**config.mk**
```make
export PLATFORM = sky130hd
export DESIGN_NAME = fetch_stage
export DESIGN_NICKNAME = d
export VERILOG_FILES = /design/src/rtl/fetch_pkg.sv /design/src/rtl/fetch_pc_register.sv /design/src/rtl/fetch_stage.sv
export SDC_FILE = /design/constraint.sdc
export NUM_CORES = 1
export LEC_CHECK = 0
export ABC_AREA = 1
export CAP_MARGIN = 20
export CORE_UTILIZATION = 43
export CTS_CLUSTER_SIZE = 12
export DETAILED_ROUTE_END_ITERATION = 16
export GPL_TIMING_DRIVEN = 0
export PLACE_DENSITY = 0.84
export SLEW_MARGIN = 20
export SYNTH_ARGS = -nofsm -noshare
export SYNTH_HDL_FRONTEND = slang
export SYNTH_SLANG_ARGS = --single-unit
```
**constraint.sdc**
```tcl
create_clock -name clk -period 2.2 [get_ports clk]
set_input_delay 0.44 -clock clk [delete_from_list [all_inputs] [get_ports clk]]
set_output_delay 0.44 -clock clk [all_outputs]
set_load 0.01 [all_outputs]
```
**src/rtl/fetch_pkg.sv**
```systemverilog
// Shared constants and types for the instruction fetch stage.
package fetch_pkg;

    localparam int unsigned ADDR_W     = 8;
    localparam int unsigned DATA_W     = 32;
    localparam logic [7:0]  RESET_PC   = 8'h00;
    localparam logic [31:0] NULL_INSTR = 32'h0000_0000;

    typedef enum logic {
        RUN  = 1'b0,
        HALT = 1'b1
    } fetch_state_t;

endpackage

```
**src/rtl/fetch_pc_register.sv**
```systemverilog
// Program counter register: synchronous reset, load (redirect) over increment by 4.
module pc_register #(
    parameter int unsigned          ADDR_W   = 8,
    parameter logic [ADDR_W-1:0]    RESET_PC = '0
) (
    input  logic              clk,
    input  logic              rst,
    input  logic              load,
    input  logic [ADDR_W-1:0] load_pc,
    input  logic              inc,
    output logic [ADDR_W-1:0] pc
);

    logic [ADDR_W-1:0] pc_q;
    logic [ADDR_W-1:0] pc_d;

    always_comb begin
        pc_d = pc_q;
        if (load) begin
            pc_d = load_pc;
        end else if (inc) begin
            pc_d = pc_q + ADDR_W'(4);
        end
    end

    always_ff @(posedge clk) begin
        if (rst) begin
            pc_q <= RESET_PC;
        end else begin
            pc_q <= pc_d;
        end
    end

    assign pc = pc_q;

endmodule

```
**src/rtl/fetch_stage.sv**
```systemverilog
// Instruction fetch stage: PC, IF/ID register and RUN/HALT control.
// Halts on the ROM null word; only a redirect or reset restarts fetching.
module fetch_stage #(
    parameter int unsigned       ADDR_W   = fetch_pkg::ADDR_W,
    parameter int unsigned       DATA_W   = fetch_pkg::DATA_W,
    parameter logic [ADDR_W-1:0] RESET_PC = fetch_pkg::RESET_PC
) (
    input  logic              clk,
    input  logic              rst,
    output logic [ADDR_W-1:0] imem_addr,
    input  logic [DATA_W-1:0] imem_rd,
    input  logic              stall,
    input  logic              redirect,
    input  logic [ADDR_W-1:0] redirect_pc,
    output logic              if_valid,
    output logic [DATA_W-1:0] if_instr,
    output logic [ADDR_W-1:0] if_pc,
    output logic [ADDR_W-1:0] if_pc_plus4,
    output logic              halted
);

    import fetch_pkg::*;

    logic [ADDR_W-1:0] pc;
    logic [ADDR_W-1:0] redirect_tgt;
    logic              instr_null;
    logic              fetch_ok;

    fetch_state_t      state_q,       state_d;
    logic              if_valid_q,    if_valid_d;
    logic [DATA_W-1:0] if_instr_q,    if_instr_d;
    logic [ADDR_W-1:0] if_pc_q,       if_pc_d;
    logic [ADDR_W-1:0] if_pc_plus4_q, if_pc_plus4_d;
    logic              halted_q,      halted_d;

    // Targets are word aligned; the low two bits of the request are dropped.
    assign redirect_tgt = redirect_pc & ~ADDR_W'(3);
    assign instr_null   = (imem_rd == DATA_W'(NULL_INSTR));
    assign fetch_ok     = !redirect && !stall && (state_q == RUN) && !instr_null;

    pc_register #(
        .ADDR_W   (ADDR_W),
        .RESET_PC (RESET_PC)
    ) u_pc (
        .clk     (clk),
        .rst     (rst),
        .load    (redirect),
        .load_pc (redirect_tgt),
        .inc     (fetch_ok),
        .pc      (pc)
    );

    always_comb begin
        state_d       = state_q;
        if_valid_d    = if_valid_q;
        if_instr_d    = if_instr_q;
        if_pc_d       = if_pc_q;
        if_pc_plus4_d = if_pc_plus4_q;
        halted_d      = halted_q;
        if (redirect) begin
            if_valid_d = 1'b0;
            state_d    = RUN;
            halted_d   = 1'b0;
        end else if (!stall && state_q == RUN) begin
            if (instr_null) begin
                if_valid_d = 1'b0;
                state_d    = HALT;
                halted_d   = 1'b1;
            end else begin
                if_valid_d    = 1'b1;
                if_instr_d    = imem_rd;
                if_pc_d       = pc;
                if_pc_plus4_d = pc + ADDR_W'(4);
            end
        end
    end

    always_ff @(posedge clk) begin
        if (rst) begin
            state_q       <= RUN;
            if_valid_q    <= 1'b0;
            if_instr_q    <= '0;
            if_pc_q       <= '0;
            if_pc_plus4_q <= '0;
            halted_q      <= 1'b0;
        end else begin
            state_q       <= state_d;
            if_valid_q    <= if_valid_d;
            if_instr_q    <= if_instr_d;
            if_pc_q       <= if_pc_d;
            if_pc_plus4_q <= if_pc_plus4_d;
            halted_q      <= halted_d;
        end
    end

    assign imem_addr   = pc;
    assign if_valid    = if_valid_q;
    assign if_instr    = if_instr_q;
    assign if_pc       = if_pc_q;
    assign if_pc_plus4 = if_pc_plus4_q;
    assign halted      = halted_q;

endmodule

```
# Yosys cells after proc, flatten, opt, wreduce, memory -nomap -nowiden
# Index checks and enable logic that the tools add are counted.
# Widths: inputs -> output; s select.
[op_classes]
addsub = 1
mux = 3
n_bitwise = 3
n_reduce_logical = 12
[ops]
columns = ["cell", "count"]
rows = [
  ["$logic_not 32->1", 1],
  ["$mux 8", 2],
  ["$add 8x3->8 const B", 1],
  ["$logic_and 1x1->1", 4],
  ["$logic_not 1->1", 3],
  ["$not 1->1", 3],
  ["$reduce_and 3->1", 1],
  ["$reduce_and 2->1", 1],
  ["$reduce_bool 2->1", 1],
  ["$reduce_or 2->1", 1],
  ["$mux 1", 1],
]
[totals]
reg_bits = 58
in_bits = 44
out_inout_bits = 58
word_cells = 26

# Depth between registers and ports, before layout
# Gate-level depths: netlist (run 1).
[depth]
ltp_word = 6
mapped_depth = 9
ltp_nobuf = 9

# By module
# Synthesis (run 1) repeated with hierarchy kept, for this count alone.
[hier_totals]
cells_unflattened = 414
area_unflattened_um2 = 2824.0
[modules_own_cells]
columns = ["module", "n_inst", "cells_per_inst", "area_each_um2", "seq_area_each_um2"]
rows = [
  ["fetch_stage", 1, 355, 2393.5, 960.9],
  ["pc_register", 1, 59, 430.4, 160.2],
]

# Least setup slack after synthesis (run 1)
# OpenSTA, ideal clock, no wires.
[synth_path]
path_type = "input to register"
from = "input imem_rd[18]"
to = "register if_instr_q[0], in the netlist if_instr[0]"
setup_time_ns = 0.116
arrival_ns = 1.357
required_time_ns = 2.084
slack_ns = 0.727
path_stages = 9
n_path_buf = 1
path_cell_list = "nor2_1 nand2_1 nor2_1 nand2_1 o21ai_4 inv_2 buf_2 nor2_1 nor2_1"
[synth_between]
elab_chain_len = 3
[synth_rtl]
columns = ["item", "line", "source"]
rows = [
  ["from (decl)", "fetch_stage.sv:11", "input logic [DATA_W-1:0] imem_rd,"],
  ["$logic_not 32->1", "fetch_stage.sv:38", "assign instr_null = (imem_rd == DATA_W'(NULL_INSTR));"],
  ["$not 1->1 (no source line)", "--", ""],
  ["$reduce_and 3->1 (no source line)", "--", ""],
  ["to (signal assigned)", "fetch_stage.sv:89", "if_instr_q <= if_instr_d;"],
  ["to (decl)", "fetch_stage.sv:31", "logic [DATA_W-1:0] if_instr_q, if_instr_d;"],
]
# No other way between the ends.
# A chain may end at the register's enable or synchronous reset.

# Worst setup path after layout (run 1)
[layout_path]
from = "input imem_rd[27]"
to = "register if_pc_plus4_q[3], in the netlist if_pc_plus4[3]"
[layout_between]
elab_chain_len = 3
[layout_rtl]
columns = ["item", "line", "source"]
rows = [
  ["$logic_not 32->1", "fetch_stage.sv:38", ""],
  ["$not 1->1 (no source line)", "--", ""],
  ["$reduce_and 3->1 (no source line)", "--", ""],
  ["to (signal assigned)", "fetch_stage.sv:91", "if_pc_plus4_q <= if_pc_plus4_d;"],
  ["to (decl)", "fetch_stage.sv:33", "logic [ADDR_W-1:0] if_pc_plus4_q, if_pc_plus4_d;"],
]
# No other way between the ends.

==> metrics.cfg, run 1 <==
[critical_path]
cp_num_buf_inv = 3
max_stage_delay_ns = 0.45
critPathMostFrequentCell = nor2_1
cp_max_fo = 10
cp_slowest_cell = clkdlybuf4s50_1
end_kind = register
r2r_end = if_instr[24]
rr_startpoint = halted
crit_chain = clkdlybuf4s50_1 > nor2_1 > nand2_1 > nor2_1 > nand2_1 > o21ai_4 > inv_2 > buf_2 > nor2_1 > nor2_1
reg2reg_slack_ns = 0.76
crit_arrival_ns = 2.09
worstPathRequired_ns = 2.40
crit_start = imem_rd[27]
critical_path.top_delay_family = buffers and inverters
path_class = in -> reg
r2r_cells = 8
cp-start-kind = input pin

[pwr]
switching_share_pct = 25.4
p_seq_share_pct = 49.5
clkPwrFrac_pct = 31.1
cellPowerDensity_nw_per_um2 = 645
peakVddDrop_mv = 0.452
p_int_w = 0.00156
p_switching_w = 0.000531
static-leakage-power_nw = 1.30
comb_power_share_pct = 19.4

[sta]
fin_ws_ns = 0.311
final_hold_viol_count = 0
fin_skew_ns = 0.00880
maxSlewViolCount = 0
period_minus_slack_ns = 1.89
rsz0062_at_grt = false
setup_viol = 0
hold_slack_ns = 0.476
max_freq_mhz = 529
fin_crit_sh_pct = 85.9

[synth]
yosysSeqAreaShare_pct = 49.1
synth_mux_area_share_pct = 0
avgSynthCellArea_um2 = 7.11
syn_area_um2 = 2120
synth-simple-area-share_pct = 29.8
synth_top_family_by_area = simple AND/OR/NAND/NOR gates
ys_ff_latch = 52
synth-xor-area-share_pct = 1.24
ys_warn_count = 0
synthAdderAreaFrac_pct = 0.590
synth.distinct_cells = 22
synth_compound_area_share_pct = 12.6
synthCells = 298

[finish]
final_cell_mix = nor2_1 (111), clkdlybuf4s50_1 (91), dfxtp_1 (52), nand2_1 (39), o21ai_0 (33)
layout.nets = 446
num_antenna_cells = 0
fillers = 427
multi_input_area_um2 = 960
register_area_um2 = 1040
fin_area_um2 = 3240
fin_util_pct = 68.7
syn_to_final_growth_pct = 53.1
final_common_cell = nor2_1
drive_gt1_share_pct = 6.47

[placed_design]
gp_congestion = 0.877
place_area_um2 = 3130
place_ws_ns = -0.0339
dp_hpwl_um = 4070
port_buffers = 91

[floorplan]
io_pins = 102
floorplan.initialDensity_pct = 44.9
die_y_um = 72.2
core-area_um2 = 4720
die_area_um2 = 5210
die_w_um = 72.2
num_rows = 25

[clock_network]
ctsResizeCount = 0
clock_path_buffers = 2
cts_setup_buffers = 0
htree_levels = 2
root_buffer = clkbuf_8
clock_sinks = 52
cts_hold_repair.buffers = 0
clkLatencyLatePin_ns = 0.30
cts_tree = built
cts_made_buffers = 5
clk_pin_slew_ns = 0.10

[global_routing]
antenna_found_initial = 0
grt_pass1_wl_um = 8560
grt_max_degree = 17
grt_usage_pct = 21.0
grt_pass1_vias = 1932
grt-ovfl-total = 0

[routing]
drt-pass1-iter-count = 4
antenna_left = 0
wl_per_cell_um = 11.4
drc = 0
vias = 2185
drt_iter0_markers = 93
routed_wl_um = 5360
vias_per_cell = 4.66

[run_status]
status = completed

[hold_path]
min_to = if_pc_plus4[2]
min_from = if_pc_plus4[2]
min_path_cells = 2
hp-class = reg -> reg

[job]
drv_cap = 0

==> layout make-up <==
| cell class | count | area share, % |
|---|---|---|
| timing repair buffer | 91 | 28.1 |
| inverter | 5 | 0.578 |
| tap | 67 | 2.58 |
| multi-input combinational | 224 | 29.6 |
| clock buffer | 5 | 2.12 |
| sequential | 52 | 32.1 |
| buffer | 22 | 3.66 |
| clock inverter | 3 | 1.31 |
==> registers in the layout, summed over array words and instances (netlist names) <==
name         count
halted           1
if_pc_plus4      6
u_pc.pc          6
if_instr        32
if_pc            6
if_valid         1
==> worst reg2reg max path, stage by stage (launching register included) <==
cell,delay (ns)
dfxtp_1,0.33
nor2_1,0.13
inv_1,0.08
nor2_1,0.18
o21ai_4,0.12
inv_2,0.13
buf_2,0.24
nor2_1,0.06
nor2_1,0.11
==> per-stage QoR <==
step / TNS, ns / instances / total power (W)
3_5_place_dp: -0.375 / 461 / 0.00147
3_3_place_gp: 0 / 461 / 0.00146
4_1_cts: 0 / 469 / 0.00211
6_report: 0 / 469 / 0.00209
2_1_floorplan: 0 / 303 / 0.00124
5_1_grt: 0 / 469 / 0.00219
==> power by group through the flow <==
stage	combinational, W	clock, W	sequential, W
6_report	0.000406	0.000651	0.00104
5_1_grt	0.000447	0.000702	0.00104
4_1_cts	0.000408	0.000662	0.00104
3_5_place_dp	0.000406	0	0.00106
3_3_place_gp	0.000401	0	0.00106
2_1_floorplan	0.000154	0	0.00108
==> how the worst max path moves through the flow <==
| stage | slack (ns) | end | cells past startpoint |
|---|---|---|---|
| floorplan | 0.73 | if_instr[0] | 9 |
| global placement | 0.01 | if_pc[5] | 10 |
| detailed placement | -0.03 | if_instr[10] | 10 |
| CTS | 0.30 | if_pc_plus4[3] | 10 |
| global route | 0.20 | if_instr[21] | 10 |
| finish | 0.31 | if_pc_plus4[3] | 10 |
==> layer usage <==
| metal | vias to the layer above | routed length (µm) | GRT usage [%] |
|---|---|---|---|
| met4 | 0 | 58 | 6.75 |
| met1 | 972 | 2350 | 26.1 |
| met2 | 73 | 2620 | 36.1 |
| met3 | 6 | 331 | 4.44 |
| li1 | 1134 | - | - |
| met5 | - | 0 | 0 |
==> synth_stat cells <==
library cell	count	area, µm²
nor2_1	111	417
dfxtp_1	52	1040
nand2_1	39	146
o21ai_0	33	165
o21ai_1	10	50.1
nand3_1	9	45.0
buf_2	8	40.0
a21oi_1	7	35.0
buf_4	7	52.6
clkbuf_1	6	22.5
inv_1	4	15.0
xnor2_1	2	17.5
and2_1	1	6.26
buf_1	1	3.75
conb_1	1	3.75
ha_1	1	12.5
inv_2	1	3.75
nand4_1	1	6.26
nor3_1	1	5.00
o21ai_4	1	16.3
or2_2	1	6.26
xor2_1	1	8.76
==> cell families (layout without fill, tap and decap cells) <==
kind of cell	after synthesis	count (layout)
and+or+nand+nor	163	163
DFF	52	52
AOI/OAI and AO/OA	51	51
buffers and inverters	27	126
xor gates and xnor gates	3	3
adders and majority gates	1	1
other	1	6
No activity file was read; power rests on OpenSTA's default activity.
==> run 2: changes to the inputs <==
Settings changed: CORE_UTILIZATION 43 to 36, CTS_CLUSTER_DIAMETER from default to 80, PLACE_DENSITY 0.84 to 0.75.
Clock period 2.2 ns to 1.6 ns, I/O delays scaled along.
==> run 2 against run 1 <==
Sequential share of layout area shrank 1.7 points. Critical path depth shrank 9. Clock power grew 17%. Sequential cell count is the same. Worst setup slack lost 0.29 ns. Core utilization shrank 6.8 points. Sequential power grew 38%. Wire length grew 14%. Register-to-register slack lost 0.59 ns. Combinational power grew 43%. Die area grew 19%. Critical path type is now reg -> out. Largest power group unchanged. Highest routed layer unchanged.
==> metrics.cfg, run 2 (synthesized netlist as in run 1, its figures left out) <==
[floorplan]
core-area_um2 = 5570  ; +18%
io_pins = 102  ; unchanged
floorplan.initialDensity_pct = 38.0  ; -6.8 points
die_w_um = 78.7  ; +9.0%
num_rows = 27  ; +8.0%
die_area_um2 = 6200  ; +19%
die_y_um = 78.7  ; +9.0%

[pwr]
p_switching_w = 0.000740  ; +39%
switching_share_pct = 26.6  ; +1.3 points
p_int_w = 0.00204  ; +30%
comb_power_share_pct = 21.0  ; +1.6 points
p_seq_share_pct = 51.6  ; +2.1 points
total_power_w = 0.00278  ; +33%
static-leakage-power_nw = 1.49  ; +15%
cellPowerDensity_nw_per_um2 = 806  ; +25%
clkPwrFrac_pct = 27.5  ; -3.6 points
peakVddDrop_mv = 0.376  ; -17%

[critical_path]
crit_start = u_pc.pc[4]
cp.depth = 1  ; -9
r2r_cells = 8  ; unchanged
reg2reg_slack_ns = 0.17  ; -0.59 ns
cp_max_fo = 6  ; -4
endpoint = imem_addr[4]
critical_path.top_delay_family = buffers and inverters
end_kind = output port
cp_slowest_cell = clkdlybuf4s50_1
path_class = reg -> out
worstPathRequired_ns = 1.28  ; -1.12 ns
crit_arrival_ns = 1.26  ; -0.83 ns
rr_startpoint = halted
cp-start-kind = register
r2r_end = u_pc.pc[5]
cp_num_buf_inv = 1  ; -2
max_stage_delay_ns = 0.56  ; +0.11 ns
crit_chain = clkdlybuf4s50_1

[sta]
max_freq_mhz = 634
fin_skew_ns = 0.00575  ; -0.00305 ns
maxSlewViolCount = 0  ; unchanged
fin_crit_sh_pct = 98.6
final_hold_viol_count = 0  ; unchanged
period_minus_slack_ns = 1.58
setup_viol = 0  ; unchanged
fin_setup_tns_ns = 0  ; unchanged

[placed_design]
place_inst = 466  ; +1.1%
dp_hpwl_um = 4260  ; +4.7%
port_buffers = 91  ; unchanged
gp_congestion = 0.859  ; -2.1%

[clock_network]
cts_made_buffers = 5  ; unchanged
root_buffer = clkbuf_8
htree_levels = 2  ; unchanged
clk_pin_slew_ns = 0.09  ; about the same
clock_path_buffers = 2  ; unchanged
clock_sinks = 52  ; unchanged
cts_tree = built
clkLatencyLatePin_ns = 0.30  ; about the same
cts_hold_repair.buffers = 0  ; unchanged

[routing]
drt-pass1-iter-count = 6  ; +2
vias = 2327  ; +6.5%
vias_per_cell = 4.75  ; +1.9%
antenna_left = 0  ; unchanged
drc = 0  ; unchanged
wl_per_cell_um = 12.5  ; +9.2%
routed_wl_um = 6120  ; +14%
drt_iter0_markers = 123  ; +32%

[finish]
final_cell_mix = nor2_1 (95), clkdlybuf4s50_1 (57), dfxtp_1 (46), nand2_1 (37), o21ai_0 (33)
largest_register_ffs = 32  ; unchanged
syn_to_final_growth_pct = 62.7
final_common_cell = nor2_1
drive_gt1_share_pct = 16.3  ; +9.8 points
fin_cells = 490  ; +4.5%
num_antenna_cells = 0  ; unchanged
layout.nets = 462  ; +3.6%

[global_routing]
grt_pass1_wl_um = 9470  ; +11%
antenna_found_initial = 0  ; unchanged
grt-ovfl-total = 0  ; unchanged
grt_pass1_vias = 2094  ; +8.4%
grt_max_degree = 16  ; -1
grt_usage_pct = 19.3  ; -1.6 points

[hold_path]
hp-class = in -> reg

[job]
drv_cap = 0  ; unchanged

[run_status]
status = completed

[run 2: cell count changes in the layout (fill, tap and decap cells not counted), sizes merged]
cell / change
clkdlybuf4s50: -34
buf: +15
clkdlybuf4s15: +6
dlymetal6s2s: +4
clkbuf: +2
dlygate4sd2: +23
clkinv: +1
bufinv: -1
[run 2: power groups by stage]
stage / logic [W] / clock network [W] / registers (W)
after floorplan: 0.000212 / 0 / 0.00149
after global placement: 0.000554 / 0 / 0.00145
after detailed placement: 0.000561 / 0 / 0.00146
after CTS: 0.000573 / 0.000789 / 0.00143
after global routing: 0.000637 / 0.000843 / 0.00144
final: 0.000582 / 0.000763 / 0.00143
[run 2: metrics by stage]
stage	area [µm²]	setup WS, ns	hold WS [ns]	util (%)
after floorplan	2140	0.247	0.467	-
after global placement	3140	-0.489	0.456	56.3
after detailed placement	3140	-0.521	0.469	56.3
after CTS	3390	0.00142	0.370	60.8
after global routing	3450	-0.00709	0.350	61.9
final	3450	0.0221	0.298	61.9
[run 2: layout make-up]
cell class | instances | area (µm²)
clock buffers | 6 | 82.6
repair buffers | 106 | 1010
clock inverters | 2 | 10.0
multi-input cells | 224 | 1020
flip-flops and latches | 52 | 1050
repair inverters | 1 | 7.51
well taps | 72 | 90.1
inverters | 5 | 21.3
plain buffers | 22 | 158
fillers | 532 | 2130
[run 2: worst min path at each step]
stage	startpoint	to	slack, ns	cells past startpoint
after floorplan	imem_rd[31]	if_instr[31]	0.47	2
after global placement	if_pc_plus4[2]	if_pc_plus4[2]	0.46	2
after detailed placement	if_pc_plus4[2]	if_pc_plus4[2]	0.47	2
after CTS	rst	u_pc.pc[7]	0.37	2
after global routing	imem_rd[12]	if_instr[12]	0.35	3
final	imem_rd[18]	if_instr[18]	0.30	3
[run 2: tightest hold or removal path: stages]
cell and delay (ns):
dlymetal6s2s_1 0.09, o21ai_0 0.08, nor2_1 0.07
[run 2: repair_timing]
item | 4_1_cts | 5_1_grt
pin swaps | 27 | 22
gates cloned | 4 | 0
gates resized for setup | 64 | 25
setup endpoints to repair | 55 | 54
setup buffers | 11 | 1
[run 2: layer usage]
layer	GRT usage, %	vias to the layer above	part of all wire (%)
met3	3.56	14	6.7
met5	0	-	0
met2	33.0	93	49
met4	4.63	0	1.6
li1	-	1170	-
met1	25.1	1050	43
==> run 3: changes to the inputs <==
Clock period 1.6 ns to 1.4 ns, I/O delays scaled along.
==> run 3 against run 2 <==
Worst hold slack worse by 0.092 ns. Non-clock buffer count up 3. Wire length up 3.8%. Sequential share of layout area down 0.54 points. Cell area up 1.9%. Power up 15%. Die area unchanged. Critical path depth up 9. Critical endpoint is now u_pc.pc[5]. Highest routed layer unchanged.
==> metrics.cfg, run 3 (synthesized netlist as in run 1, its figures left out) <==
[run_status]
status = completed

[floorplan]
core-area_um2 = 5570  ; unchanged
die_area_um2 = 6200  ; unchanged
floorplan.initialDensity_pct = 38.0  ; unchanged
num_rows = 27  ; unchanged
io_pins = 102  ; unchanged
die_w_um = 78.7  ; unchanged
die_y_um = 78.7  ; unchanged

[pwr]
cellPowerDensity_nw_per_um2 = 908  ; +13%
peakVddDrop_mv = 0.434  ; +16%
static-leakage-power_nw = 1.68  ; +13%

[critical_path]
crit_chain = clkbuf_2 > nor2_1 > nand2_2 > nor2_4 > nand2_2 > o21ai_4 > buf_6 > buf_4 > nand3_1 > a21oi_2
path_class = in -> reg
crit_arrival_ns = 1.62  ; +0.36 ns
cp-start-kind = input pin
max_stage_delay_ns = 0.22  ; -0.34 ns
cp_slowest_cell = o21ai_4
critPathMostFrequentCell = nand2_2
end_kind = register
cp_max_fo = 5  ; -1
worstPathRequired_ns = 1.63  ; +0.35 ns

[routing]
vias_per_cell = 4.77  ; +0.42%
wl_per_cell_um = 12.9  ; +3.1%
vias = 2351  ; +1.0%
drc = 0  ; unchanged
drt-pass1-iter-count = 4  ; -2
antenna_left = 0  ; unchanged
routed_wl_um = 6350  ; +3.8%
drt_iter0_markers = 89  ; -28%

[clock_network]
root_buffer = clkbuf_8
clk_pin_slew_ns = 0.09  ; about the same
clkLatencyLatePin_ns = 0.30  ; about the same
htree_levels = 2  ; unchanged
cts_made_buffers = 5  ; unchanged
clock_path_buffers = 2  ; unchanged
clock_sinks = 52  ; unchanged
cts_tree = built

[global_routing]
grt-ovfl-total = 0  ; unchanged
grt_pass1_wl_um = 9900  ; +4.6%
grt_pass1_vias = 2162  ; +3.2%
grt_usage_pct = 20.3  ; +0.96 points
antenna_found_initial = 0  ; unchanged
grt_max_degree = 16  ; unchanged

[sta]
maxSlewViolCount = 0  ; unchanged
final_hold_viol_count = 0  ; unchanged
hold_slack_ns = 0.206  ; -0.0921 ns
fin_skew_ns = 0.00624  ; +0.000488 ns
setup_viol = 0  ; unchanged
fin_crit_sh_pct = 99.5
worst_pin_slew_ns = 0.592
max_slew_margin_pct = 60.6
max_freq_mhz = 718
period_minus_slack_ns = 1.39

[finish]
num_antenna_cells = 0  ; unchanged
syn_to_final_growth_pct = 65.8
final_common_cell = nor2_1
fin_cells = 493  ; +0.61%
largest_register_ffs = 32  ; unchanged
drive_gt1_share_pct = 32.1  ; +16 points
layout.nets = 465  ; +0.65%
final_cell_mix = nor2_1 (78), dlygate4sd2_1 (53), dfxtp_1 (45), nand2_1 (31), o21ai_1 (31)

[hold_path]
hp-class = in -> reg

[placed_design]
gp_congestion = 0.859  ; unchanged
port_buffers = 91  ; unchanged
dp_hpwl_um = 4260  ; unchanged
place_inst = 466  ; unchanged

[job]
drv_cap = 0  ; unchanged

-- run 3: critical path, delay by kind of cell --
| family | cells | cell delay [ns] |
|---|---|---|
| AOI/OAI and AO/OA | 2 | 0.41 |
| buffers and inverters | 3 | 0.39 |
| and+or+nand+nor | 5 | 0.54 |
-- run 3: timing repair --
action,in CTS,in global routing
buffers inserted,12,2
gates cloned,7,0
resized for setup,234,77
hold buffers,0,0
pin swaps,39,35
endpoints found under the setup margin,102,52
-- run 3: layout make-up --
class,instances,area (µm²)
Buffer,22,180
Clock buffer,6,82.6
Clock inverter,2,10.0
Fill cell,535,2060
Inverter,5,26.3
Multi-Input combinational cell,224,1170
Sequential cell,52,1050
Tap cell,72,90.1
Timing Repair Buffer,109,902
Timing Repair inverter,1,7.51
-- run 3: layer usage --
metal / track usage [%] / up-vias / routed length [µm]
li1: - / 1179 / -
met1: 25.9 / 1080 / 2650
met2: 34.9 / 80 / 3210
met3: 4.02 / 12 / 392
met4: 5.19 / 0 / 95
met5: 0 / - / 0
-- run 3: worst paths after layout --
check | startpoint | end | slack [ns] | cells after the start
worst max-delay path | imem_rd[12] | u_pc.pc[5] | 0.007 | 10
worst min-delay path | imem_rd[16] | if_instr[16] | 0.21 | 3
worst min register to register | if_pc_plus4[4] | if_pc_plus4[4] | 0.47 | 2
worst max register to register | halted | u_pc.pc[5] | 0.04 | 8
-- run 3: per-stage QoR --
step                TNS (ns)  total power, W  instance area (µm²)  util (%)  setup WS [ns]
global placement      -31.50         0.00229                 3140      56.3         -0.649
global route          -0.155         0.00336                 3510      63.1        -0.0299
floorplan                  0         0.00194                 2140         -         0.0868
finish                     0         0.00319                 3510      63.1        0.00703
detailed placement    -32.58         0.00231                 3140      56.3         -0.681
CTS                  -0.0903         0.00318                 3460      62.1        -0.0185
-- run 3: report_power, final --
part / internal, W / switching, W
sequential: 0.00157 / 0.0000623
clock: 0.000395 / 0.000476
combinational: 0.000332 / 0.000350
total: 0.00230 / 0.000888
